## src/rtl/keypad_emulator_if.sv

```systemverilog
// Request/sense bundle between a keypad scanner (or test driver) and the keypad emulator.
// The master side drives rows and press requests; the slave side returns columns and status.
interface keypad_emulator_if;
  logic [3:0] row;
  logic [3:0] col;
  logic       req_valid;
  logic [3:0] req_key;
  logic [7:0] req_hold;
  logic       abort;
  logic       req_ready;
  logic       busy;
  logic       done;
  logic       contact;

  modport master (
    output row, req_valid, req_key, req_hold, abort,
    input  col, req_ready, busy, done, contact
  );

  modport slave (
    input  row, req_valid, req_key, req_hold, abort,
    output col, req_ready, busy, done, contact
  );
endinterface

```

## src/rtl/keypad_emulator.sv

```systemverilog
// 4x4 matrix keypad model: plays one requested press at a time as press bounce, hold,
// release bounce and an idle gap on a millisecond tick, answering the scanner's row drive.
module keypad_emulator #(
  parameter int TICK_COUNT   = 48000,
  parameter int BOUNCE_TICKS = 8,
  parameter int GAP_TICKS    = 20
) (
  input  logic             clk,
  input  logic             reset,
  keypad_emulator_if.slave kp
);

  localparam int TW   = (TICK_COUNT > 1) ? $clog2(TICK_COUNT) : 1;
  localparam int MAXT = (BOUNCE_TICKS > GAP_TICKS) ? BOUNCE_TICKS : GAP_TICKS;
  localparam int CW   = $clog2(MAXT) + 1;

  localparam logic [TW-1:0] TICK_LAST   = TW'(TICK_COUNT - 1);
  localparam logic [CW-1:0] BOUNCE_LAST = CW'(BOUNCE_TICKS - 1);
  localparam logic [CW-1:0] GAP_LAST    = CW'(GAP_TICKS - 1);

  typedef enum logic [2:0] {
    IDLE,
    BOUNCE_P,
    HOLD,
    BOUNCE_R,
    GAP
  } state_e;

  state_e        state_q, state_d;
  logic [TW-1:0] tickCnt_q, tickCnt_d;
  logic [CW-1:0] bcnt_q, bcnt_d;
  logic [CW-1:0] gcnt_q, gcnt_d;
  logic [7:0]    hcnt_q, hcnt_d;
  logic [3:0]    key_q, key_d;
  logic [7:0]    hold_q, hold_d;

  logic       tick;
  logic       reqReady;
  logic       accept;
  logic       contactRaw;
  logic       doneRaw;
  logic       contactOut;
  logic [3:0] colVec;

  // Free-running timebase; requests never realign it.
  always_comb begin
    tick      = (tickCnt_q == TICK_LAST);
    tickCnt_d = tick ? '0 : tickCnt_q + TW'(1);
  end

  always_ff @(posedge clk) begin
    if (!reset) begin
      tickCnt_q <= '0;
      state_q   <= IDLE;
      bcnt_q    <= '0;
      gcnt_q    <= '0;
      hcnt_q    <= '0;
      key_q     <= '0;
      hold_q    <= '0;
    end else begin
      tickCnt_q <= tickCnt_d;
      state_q   <= state_d;
      bcnt_q    <= bcnt_d;
      gcnt_q    <= gcnt_d;
      hcnt_q    <= hcnt_d;
      key_q     <= key_d;
      hold_q    <= hold_d;
    end
  end

  // Ready is gated by the reset input so it stays low for the whole reset assertion.
  assign reqReady = (state_q == IDLE) && reset;
  assign accept   = kp.req_valid && reqReady;

  always_comb begin
    state_d    = state_q;
    bcnt_d     = bcnt_q;
    gcnt_d     = gcnt_q;
    hcnt_d     = hcnt_q;
    key_d      = key_q;
    hold_d     = hold_q;
    contactRaw = 1'b0;
    doneRaw    = 1'b0;

    unique case (state_q)
      IDLE: begin
        if (accept) begin
          state_d = BOUNCE_P;
          bcnt_d  = '0;
          key_d   = kp.req_key;
          hold_d  = (kp.req_hold == 8'd0) ? 8'd1 : kp.req_hold;
        end
      end

      BOUNCE_P: begin
        contactRaw = ~bcnt_q[0];
        if (tick) begin
          if (bcnt_q == BOUNCE_LAST) begin
            state_d = HOLD;
            hcnt_d  = '0;
          end else begin
            bcnt_d = bcnt_q + CW'(1);
          end
        end
      end

      // Abort wins over a coincident expiry tick; both lead to the same release path.
      HOLD: begin
        contactRaw = 1'b1;
        if (kp.abort) begin
          state_d = BOUNCE_R;
          bcnt_d  = '0;
        end else if (tick) begin
          if (hcnt_q == hold_q - 8'd1) begin
            state_d = BOUNCE_R;
            bcnt_d  = '0;
          end else begin
            hcnt_d = hcnt_q + 8'd1;
          end
        end
      end

      BOUNCE_R: begin
        contactRaw = bcnt_q[0];
        if (tick) begin
          if (bcnt_q == BOUNCE_LAST) begin
            state_d = GAP;
            gcnt_d  = '0;
          end else begin
            bcnt_d = bcnt_q + CW'(1);
          end
        end
      end

      GAP: begin
        if (tick) begin
          if (gcnt_q == GAP_LAST) begin
            state_d = IDLE;
            doneRaw = 1'b1;
          end else begin
            gcnt_d = gcnt_q + CW'(1);
          end
        end
      end

      default: state_d = IDLE;
    endcase
  end

  // Reset gating lets col fall in the very cycle reset is applied, before the state clears.
  assign contactOut = contactRaw && reset;

  always_comb begin
    colVec = '0;
    if (contactOut && kp.row[key_q[3:2]]) begin
      colVec[key_q[1:0]] = 1'b1;
    end
  end

  assign kp.col       = colVec;
  assign kp.contact   = contactOut;
  assign kp.req_ready = reqReady;
  assign kp.busy      = (state_q != IDLE) && reset;
  assign kp.done      = doneRaw && reset;

endmodule
```

## src/flat_wrapper.sv

```systemverilog
// flat-port wrapper written by rule: the top's interface ports become plain ports
module keypad_emulator_flat 
#(
  parameter int TICK_COUNT   = 48000,
  parameter int BOUNCE_TICKS = 8,
  parameter int GAP_TICKS    = 20
)
  (clk, reset, kp_row, kp_req_valid, kp_req_key, kp_req_hold, kp_abort, kp_col, kp_req_ready, kp_busy, kp_done, kp_contact);
  keypad_emulator_if kp_i ();
  input  logic clk;
  input  logic reset;
  input wire logic [$bits(kp_i.row)-1:0] kp_row;
  input wire logic [$bits(kp_i.req_valid)-1:0] kp_req_valid;
  input wire logic [$bits(kp_i.req_key)-1:0] kp_req_key;
  input wire logic [$bits(kp_i.req_hold)-1:0] kp_req_hold;
  input wire logic [$bits(kp_i.abort)-1:0] kp_abort;
  output wire logic [$bits(kp_i.col)-1:0] kp_col;
  output wire logic [$bits(kp_i.req_ready)-1:0] kp_req_ready;
  output wire logic [$bits(kp_i.busy)-1:0] kp_busy;
  output wire logic [$bits(kp_i.done)-1:0] kp_done;
  output wire logic [$bits(kp_i.contact)-1:0] kp_contact;
  assign kp_i.row = kp_row;
  assign kp_i.req_valid = kp_req_valid;
  assign kp_i.req_key = kp_req_key;
  assign kp_i.req_hold = kp_req_hold;
  assign kp_i.abort = kp_abort;
  assign kp_col = kp_i.col;
  assign kp_req_ready = kp_i.req_ready;
  assign kp_busy = kp_i.busy;
  assign kp_done = kp_i.done;
  assign kp_contact = kp_i.contact;
  keypad_emulator #(.TICK_COUNT(TICK_COUNT), .BOUNCE_TICKS(BOUNCE_TICKS), .GAP_TICKS(GAP_TICKS)) u_core (.clk(clk), .reset(reset), .kp(kp_i));
endmodule
```

## config.mk

```make
export PLATFORM = sky130hd
export DESIGN_NAME = keypad_emulator_flat
export DESIGN_NICKNAME = d
export VERILOG_FILES = /design/src/rtl/keypad_emulator_if.sv /design/src/rtl/keypad_emulator.sv /design/src/flat_wrapper.sv
export SDC_FILE = /design/constraint.sdc
export NUM_CORES = 1
export LEC_CHECK = 0
export ABC_AREA = 1
export CAP_MARGIN = 10
export CORE_ASPECT_RATIO = 1.1
export CORE_MARGIN = 2
export CORE_UTILIZATION = 50
export CTS_BUF_LIST = sky130_fd_sc_hd__clkbuf_8
export DETAILED_ROUTE_END_ITERATION = 10
export PLACE_DENSITY = 0.69
export REMOVE_ABC_BUFFERS = 1
export SLEW_MARGIN = 0
export SYNTH_ARGS = -nofsm -noshare
export SYNTH_HDL_FRONTEND = slang
export SYNTH_SLANG_ARGS = --single-unit
```

## constraint.sdc

```tcl
create_clock -name clk -period 2.1 [get_ports clk]
set_input_delay 0.42 -clock clk [delete_from_list [all_inputs] [get_ports clk]]
set_output_delay 0.42 -clock clk [all_outputs]
set_load 0.01 [all_outputs]
```

=== Word level (Yosys, flattened, before mapping) ===
Cells that the tools add are included.

* Word-level logic and storage cells: 99
* Memories: 0
* Output and inout bits: 8
* Register bits: 51
* Bits in writable memories: 0
* Input port bits: 20
* Latch bits: 0
* Bits in read-only memories: 0

* Equality and inequality tests: 23
* Bitwise logic cells: 2
* Reductions and logical operators: 20
* Shifts and indexed selects: 0
* Div/mod/pow operators: 0
* Magnitude comparators: 3
* Add/sub/neg operators: 5
* $mul: 0
* Muxes and demuxes: 39

{| class="wikitable"
|+ Operator list
! cell !! count
|-
| $mux 6 || 10
|-
| $mux 8 || 6
|-
| $mux 3 || 10
|-
| $ne 2x1->1 const B || 9
|-
| $pmux 6 s3 || 1
|-
| $add 16x1->16 const B || 1
|-
| $eq 16x16->1 const B || 1
|-
| $pmux 8 s2 || 1
|-
| $pmux 3 s5 || 1
|-
| $add 6x1->6 const B || 2
|-
| $pmux 6 s2 || 1
|-
| $reduce_and 6->1 || 2
|-
| $reduce_and 9->1 || 1
|-
| $add 8x1->8 const B || 1
|-
| $eq 8x8->1 || 1
|-
| $logic_not 8->1 || 1
|-
| $ne 2x2->1 const B || 4
|-
| $sub 8x1->8 const B || 1
|-
| $logic_and 1x1->1 || 7
|-
| $eq 3x2->1 const B || 2
|-
| $eq 6x3->1 const B || 1
|-
| $eq 6x5->1 const B || 1
|-
| $lt 2x3->1 const B || 2
|-
| $ne 3x2->1 const B || 2
|-
| 15 further kinds || 23
|}

=== Logic depth before layout (Yosys ltp) ===
Gate-level depths: netlist of the first run.

* Depth after elaboration: 6
* Mapped depth: 17
* Mapped depth without buffers: 17

=== Least setup slack after synthesis of the first run ===
Ideal clock, no wire load.

* Path type: register to output
* From: register u_core.state_q[0]
* To: output kp_col[0]
* Stages on the path, launching flop included: 12
* Slack: 0.096 ns
* Buffers on the path: 0
* Required time: 1.680 ns
* Arrival: 1.584 ns
* Cell sequence: dfxtp_1 > inv_1 > nor2_2 > inv_2 > nor2_1 > inv_2 > nor2_1 > nor2_1 > a21oi_2 > a21boi_2 > nand2_1 > nor2_1

* Word-level cells in the longest chain between the ends: 5
* Elaborated cells between the ends (all ways): 7
* Classes of those cells: eq/ne (3); mux (2); reduce/logical (2)

{| class="wikitable"
|+ RTL lines
! what !! RTL line !! text
|-
| start, declared || keypad_emulator.sv:29 || <nowiki>state_e state_q, state_d;</nowiki>
|-
| start signal, assigned || keypad_emulator.sv:62 || <nowiki>state_q <= state_d;</nowiki>
|-
| $eq 3x2->1 / $eq 3x1->1 (equally long branches) || keypad_emulator.sv:85 || <nowiki>unique case (state_q)</nowiki>
|-
| $pmux 1 s3 * || keypad_emulator.sv:85 ||
|-
| $logic_and 1x1->1 * || keypad_emulator.sv:151 || <nowiki>assign contactOut = contactRaw && reset;</nowiki>
|-
| net kp_contact || flat_wrapper.sv:21 || <nowiki>output wire logic [$bits(kp_i.contact)-1:0] kp_contact;</nowiki>
|-
| $logic_and 1x1->1 * || keypad_emulator.sv:155 || <nowiki>if (contactOut && kp.row[key_q[3:2]]) begin</nowiki>
|-
| $mux 4 * || keypad_emulator.sv:155 ||
|-
| end, declared || flat_wrapper.sv:17 || <nowiki>output wire logic [$bits(kp_i.col)-1:0] kp_col;</nowiki>
|}

The timed path passes the listed nets; every way through them passes the cells marked *.

=== Final worst setup path of the first run ===
* From: register u_core.state_q[0]
* To: output kp_col[2]

* Word-level cells in the longest chain between the ends: 5
* Elaborated cells between the ends (all ways): 7
* Classes of those cells: eq/ne (3); mux (2); reduce/logical (2)

{| class="wikitable"
|+ RTL lines
! what !! RTL line
|-
| $eq 3x2->1 / $eq 3x1->1 (equally long branches) || keypad_emulator.sv:85
|-
| $pmux 1 s3 * || keypad_emulator.sv:85
|-
| $logic_and 1x1->1 * || keypad_emulator.sv:151
|-
| $logic_and 1x1->1 * || keypad_emulator.sv:155
|-
| $mux 4 * || keypad_emulator.sv:155
|}

Mark *: on every way between the ends. The rest lies on a longest branch, timed or not.

==> flow_summary_export.csv, run 1 <==
group,metric,value,unit
synthesis,synth_xor_area_frac,0.0557,
layout,drive_above_1_share,0.318,
place,routabilityCongestion,0.823,
timing,post-route-period-util,1.05,
global_route,grt_max_degree,24,
synthesis,yosysSeqAreaShare,0.350,
layout,num-nets-final,565,
detailed_routing,dr.pass1.iters,4,
min_path,hp-class,"flop to flop",
setup_path,worst_setup_path_start_kind,"flop",
synthesis,synth_mux_area_frac,0,
setup_path,critPathMostFrequentCell,"inv_2",
detailed_routing,avgViaCountPerCell,5.19,
timing,min_period,2210,ps
clocking,htreeDepth,2,
synthesis,synth_top_family_by_area,"simple AND/OR/NAND/NOR gates",
floorplan,ios,28,
floorplan,die-area,6470,µm²
synthesis,async_reset_ff_frac,0,
clocking,clk-insertion-delay-late,310,ps
power_and_ir_drop,switching_share,0.379,
setup_path,worst-path-max-fanout,3,
power_and_ir_drop,p_comb_frac,0.455,
detailed_routing,drt_iter0_drc,138,
power_and_ir_drop,seq_power_share,0.332,
timing,fin_ws,-111,ps
place,hpwl,5310,µm
setup_path,endpoint_kind,"output port",
clocking,clk_pin_slew,100,ps
detailed_routing,routed_wl,7910,µm
synthesis,synth_compound_area_frac,0.113,
floorplan,fp.dieH,84.1,µm
detailed_routing,num_vias,3208,
synthesis,synthFlopType,"dfxtp_1",
global_route,grt_usage,0.230,
setup_path,cp.required,1680,ps
detailed_routing,ant_nets,0,
setup_path,path_cells,"inv_2 > nor2_4 > inv_2 > nor2_2 > inv_2 > nor2_4 > nor2_2 > a21oi_2 > a21boi_2 > nand2_1 > nor2_1 > buf_2",
global_route,grt_pass1_vias,2958,
detailed_routing,drc,0,
place,dp_cells,589,
synthesis,syn_area,2920,µm²
run,maxCapViolations,0,
power_and_ir_drop,p_int,0.00217,W
synthesis,synth-adder-area-share,0.0214,
timing,skew,12.0,ps
layout,final_cells,618,
global_route,grt_overflow,0,
power_and_ir_drop,power_frac_clock,0.213,
place,numPortBuffers,27,
synthesis,yosys_warnings,0,
clocking,cts_made_buffers,5,
global_route,antenna_found_initial,0,
setup_path,slowest_delay,360,ps
clocking,cts-root-buf,"clkbuf_8",
synthesis,synth.distinct_cells,32,
timing,finalSetupViolations,4,
status,run_status,"finished with violations",
synthesis,syn_inst,440,
layout,antennaDiodeCount,0,
timing,fmax,452,MHz
power_and_ir_drop,netSwitchingPower,0.00132,W
timing,max_slew_margin,0.773,
power_and_ir_drop,ir_drop,398,µV
timing,finalMaxSlewViolations,0,
clocking,cts_tree,"done",
global_route,grt_pass1_wl,12400,µm
power_and_ir_drop,power.density,836,nW/µm²
synthesis,avgSynthCellArea,6.63,µm²
setup_path,crit_slowest_cell,"dfxtp_2",
status,violations,"setup timing",
timing,hold_viol_final,0,
floorplan,die_x,76.9,µm
floorplan,core-area,5700,µm²
clocking,holdBufCountCts,0,
synthesis,ys_ff_latch,51,
synthesis,synthSimpleGateAreaFrac,0.378,
floorplan,start_util,0.512,
timing,whs,485,ps
power_and_ir_drop,p_leak,1.77,nW
setup_path,crit_type,"flop to output port",
detailed_routing,wl_per_cell,12.8,µm
layout,area_growth_syn_to_layout,42.9,%
clocking,clkSinkCount,51,
timing,grt_setup_unrepaired,"true",
synthesis,synth_edf_count,0,
timing,worst_slew_pin_slew,338,ps
floorplan,num_rows,29,
clocking,clk_path_buf_depth,2,
setup_path,critPathArrivalTime,1790,ps
place,pre_cts_ws,-347,ps
power by group through the flow:
stage	Clock [W]	Sequential, W	Combinational, W
floorplan	0	0.00115	0.000728
global placement	0	0.00116	0.00113
detailed placement	0	0.00116	0.00116
CTS	0.000751	0.00115	0.00132
global route	0.000784	0.00117	0.00173
finish	0.000743	0.00116	0.00159
path summary, 6_finish.rpt:
kind | from | end | slack (ps) | cells after the start
worst max register to register | u_core.bcnt_q[0] | u_core.hcnt_q[1] | 30 | 12
worst max-delay path | u_core.state_q[0] | kp_col[2] | -110 | 12
worst min register to register | u_core.key_q[0] | u_core.key_q[0] | 480 | 2
worst min-delay path | u_core.key_q[0] | u_core.key_q[0] | 480 | 2
state kept, by name (all words and copies together) (netlist names):
signal            count
u_core.bcnt_q         6
u_core.hcnt_q         8
u_core.state_q        3
u_core.tickCnt_q     16
u_core.gcnt_q         6
u_core.key_q          4
u_core.hold_q         8
worst max-delay path: cells and delay by family (launching register included):
kind	cells	cell delay, ps
buffers and inverters	4	320
DFF	1	360
AOI/OAI and AO/OA	2	310
and+or+nand+nor	6	490
stage by stage:
| stage | TNS, ps | total power (W) | instance area (µm²) | utilization |
|---|---|---|---|---|
| floorplan | 0 | 0.00188 | 2900 | - |
| global placement | -2640 | 0.00229 | 3640 | 0.639 |
| detailed placement | -2770 | 0.00232 | 3640 | 0.639 |
| CTS | -560 | 0.00322 | 3920 | 0.688 |
| global route | -1630 | 0.00369 | 4170 | 0.732 |
| finish | -405 | 0.00349 | 4170 | 0.732 |
layer usage:
layer	vias to the layer above	global-route usage	wire (µm)
met1	1486	0.256	3310
met2	81	0.431	4160
met3	16	0.0484	320
li1	1625	-	-
met4	0	0.0793	119
met5	-	0	0
cells by family after synthesis:
kind of cell / after synthesis
XOR/XNOR: 17
AO/OA/AOI/OAI: 59
adder cells (fa/ha/maj): 5
flip-flops: 51
buffers and inverters: 64
AND/OR/NAND/NOR: 244
cell usage in the layout, fill, tap and decap left out, drive strengths merged, types with 5 or more instances in the layout:
master and count:
ha 5, xnor2 6, buf 76, nor3 15, nand2 93, nand4 8
dfxtp 51, o21ai 19, clkbuf 7, inv 59, xor2 10, nor3b 5
clkdlybuf4s50 19, nor2 74, a21oi 35, nand3 46
repair_timing:
item | 4_1_cts | 5_1_grt
setup buffers | 18 | 8
pin swaps | 12 | 34
endpoints found under the setup margin | 12 | 27
resized for setup | 41 | 66
Yosys cell counts (2+ instances only):
| cell | n | area (µm²) |
|---|---|---|
| clkbuf_1 | 5 | 18.8 |
| xnor2_1 | 6 | 52.6 |
| nand2_1 | 88 | 330 |
| xor2_1 | 10 | 87.6 |
| nand2_2 | 5 | 31.3 |
| inv_1 | 52 | 195 |
| nor3_2 | 4 | 40.0 |
| dfxtp_1 | 51 | 1020 |
| a21oi_1 | 33 | 165 |
| inv_2 | 6 | 22.5 |
| nor3_1 | 10 | 50.1 |
| nor3b_1 | 5 | 37.5 |
| nand3_2 | 2 | 20.0 |
| o21ai_0 | 19 | 95.1 |
| nand3_1 | 44 | 220 |
| nor2_2 | 2 | 12.5 |
| ha_1 | 5 | 62.6 |
| nor2_1 | 72 | 270 |
| nand4_1 | 8 | 50.1 |
final cells by class:
class / count / area (µm²)
clock buffers: 6 / 82.6
clock inverters: 2 / 38.8
fillers: 446 / 1530
well taps: 77 / 96.3
repair buffers: 98 / 786
multi-input cells: 325 / 1910
flip-flops and latches: 51 / 1030
inverters: 59 / 226
Power figures use the tool's default switching activity.
==> run 2, diff against run 1 <==
CORE_MARGIN = not set   (was 2)
CORE_UTILIZATION = 45   (was 50)
PLACE_DENSITY = 0.63   (was 0.69)
SLEW_MARGIN = 5   (was 0)
==> flow_summary_export.csv, run 2 (synthesis results as in run 1) <==
group,metric,value,unit
status,run_status,"finished with violations",
status,violations,"setup timing",
clocking,clk_path_buf_depth,2,
power_and_ir_drop,power.density,809,nW/µm²
place,pre_cts_ws,-375,ps
floorplan,die_x,78.8,µm
clocking,htreeDepth,2,
setup_path,critPathArrivalTime,1870,ps
layout,layout_commonest_cell,"nand2_1",
min_path,hp-class,"flop to flop",
clocking,cts-root-buf,"clkbuf_8",
clocking,holdBufCountCts,0,
timing,finalSetupViolations,4,
place,hpwl,5250,µm
clocking,cts_tree,"done",
setup_path,r2r_slack,120,ps
setup_path,worst-path-max-fanout,3,
setup_path,rr_startpoint,"u_core.state_q[0]",
timing,setup_tns,-671,ps
floorplan,fp.dieH,86.5,µm
floorplan,die-area,6810,µm²
layout,fillCellCount,564,
min_path,worstHoldStart,"u_core.key_q[0]",
timing,fmax,436,MHz
global_route,grt_max_degree,24,
layout,reg.largest.list,"u_core.tickCnt_q (16), u_core.hcnt_q (8), u_core.hold_q (8)",
detailed_routing,drt_iter0_drc,154,
place,numPortBuffers,27,
timing,post-route-period-util,1.09,
setup_path,cp.required,1680,ps
clocking,cts_made_buffers,5,
floorplan,num_rows,30,
detailed_routing,dr.pass1.iters,4,
global_route,grt_pass1_wl,12000,µm
floorplan,core-area,6230,µm²
floorplan,start_util,0.468,
place,dp_cells,596,
layout,final_cells,617,
timing,fin_ws,-191,ps
detailed_routing,num_vias,3055,
timing,whs,475,ps
layout,area_growth_syn_to_layout,37.7,%
global_route,grt_usage,0.218,
global_route,grt_pass1_vias,2832,
power_and_ir_drop,p_total,0.00325,W
setup_path,r2r_cells,14,
setup_path,crit_type,"flop to output port",
setup_path,reg2reg_to,"u_core.bcnt_q[4]",
layout,drive_above_1_share,0.263,
place,routabilityCongestion,0.849,
layout,antennaDiodeCount,0,
timing,min_period,2290,ps
layout,regMostFlops,"u_core.tickCnt_q",
setup_path,worst_setup_path_start_kind,"flop",
timing,finalMaxSlewViolations,0,
global_route,grt_overflow,0,
timing,max_slew_margin,0.801,
layout,final_cell_mix,"nand2_1 (86), buf_4 (64), nor2_1 (63)",
detailed_routing,drc,0,
layout,largest_register_ffs,16,
power_and_ir_drop,ir_drop,444,µV
timing,grt_setup_unrepaired,"true",
clocking,clk_pin_slew,80,ps
floorplan,ios,28,
detailed_routing,ant_nets,0,
clocking,clk-insertion-delay-late,310,ps
timing,skew,9.64,ps
min_path,min_delay_path_depth,2,
global_route,antenna_found_initial,0,
run,maxCapViolations,0,
detailed_routing,wl_per_cell,11.8,µm
layout,num-nets-final,562,
detailed_routing,routed_wl,7280,µm
setup_path,endpoint_kind,"output port",
timing,hold_viol_final,0,
timing,worst_slew_pin_slew,295,ps
detailed_routing,avgViaCountPerCell,4.95,
min_path,min_to,"u_core.key_q[0]",
power_and_ir_drop,p_leak,1.73,nW
clocking,clkSinkCount,51,
==> run 2: cell count changes in the layout (fill, tap and decap cells not counted), sizes merged <==
cell,change
buf,-2
clkbuf,-2
==> run 2: how the worst max path moves through the flow <==
stage                                 start         to  depth (start not counted)
after floorplan           u_core.state_q[0]  kp_col[0]                         11
after global placement                reset  kp_col[3]                          7
after detailed placement              reset  kp_col[2]                          7
after CTS                 u_core.state_q[0]  kp_col[2]                         12
after global routing      u_core.state_q[0]  kp_col[0]                         10
final                     u_core.state_q[0]  kp_col[2]                         12
==> run 2: through the flow <==
step | util | area [µm²]
after floorplan | - | 2900
after global placement | 0.592 | 3690
after detailed placement | 0.592 | 3690
after CTS | 0.624 | 3890
after global routing | 0.645 | 4020
final | 0.645 | 4020
==> run 2: per-layer routing <==
metal  vias to the layer above  part of all wire  GRT usage  routed length, µm
met4                         0             0.011     0.0640                 83
li1                       1615                 -          -                  -
met3                        10             0.034     0.0389                249
met1                      1385              0.45      0.256               3250
met2                        45              0.51      0.402               3690
met5                         -                 0          0                  0
==> run 2: area by class of cell <==
type	count	area, µm²	share of cell area
timing repair buffer	95	772	0.192
multi-input combinational	325	1790	0.446
inverter	59	221	0.0551
sequential	51	1030	0.256
tap	80	100	0.0249
clock buffer	5	68.8	0.0171
clock inverter	2	33.8	0.00840
==> run 2: timing repair <==
action / CTS / global route
pin swaps: 6 / 24
resized for setup: 34 / 38
buffers inserted: 13 / 4
setup endpoints to repair: 8 / 24
==> run 2: worst max-delay path, cell delays in order (launching register included) <==
cell      delay, ps
dfxtp_2         360
inv_2            50
nor2_4          130
inv_2            60
nor2_2          100
inv_2            60
nor2_4           70
nor2_2           40
a21oi_2         140
a21boi_2        190
nand2_1          80
nor2_1          130
buf_2           150
==> run 2: power breakdown <==
group / leakage, nW / internal, W / switching [W]
clock network: 0.0554 / 0.000345 / 0.000317
logic: 1.26 / 0.000655 / 0.000780
registers: 0.417 / 0.00106 / 0.0000960
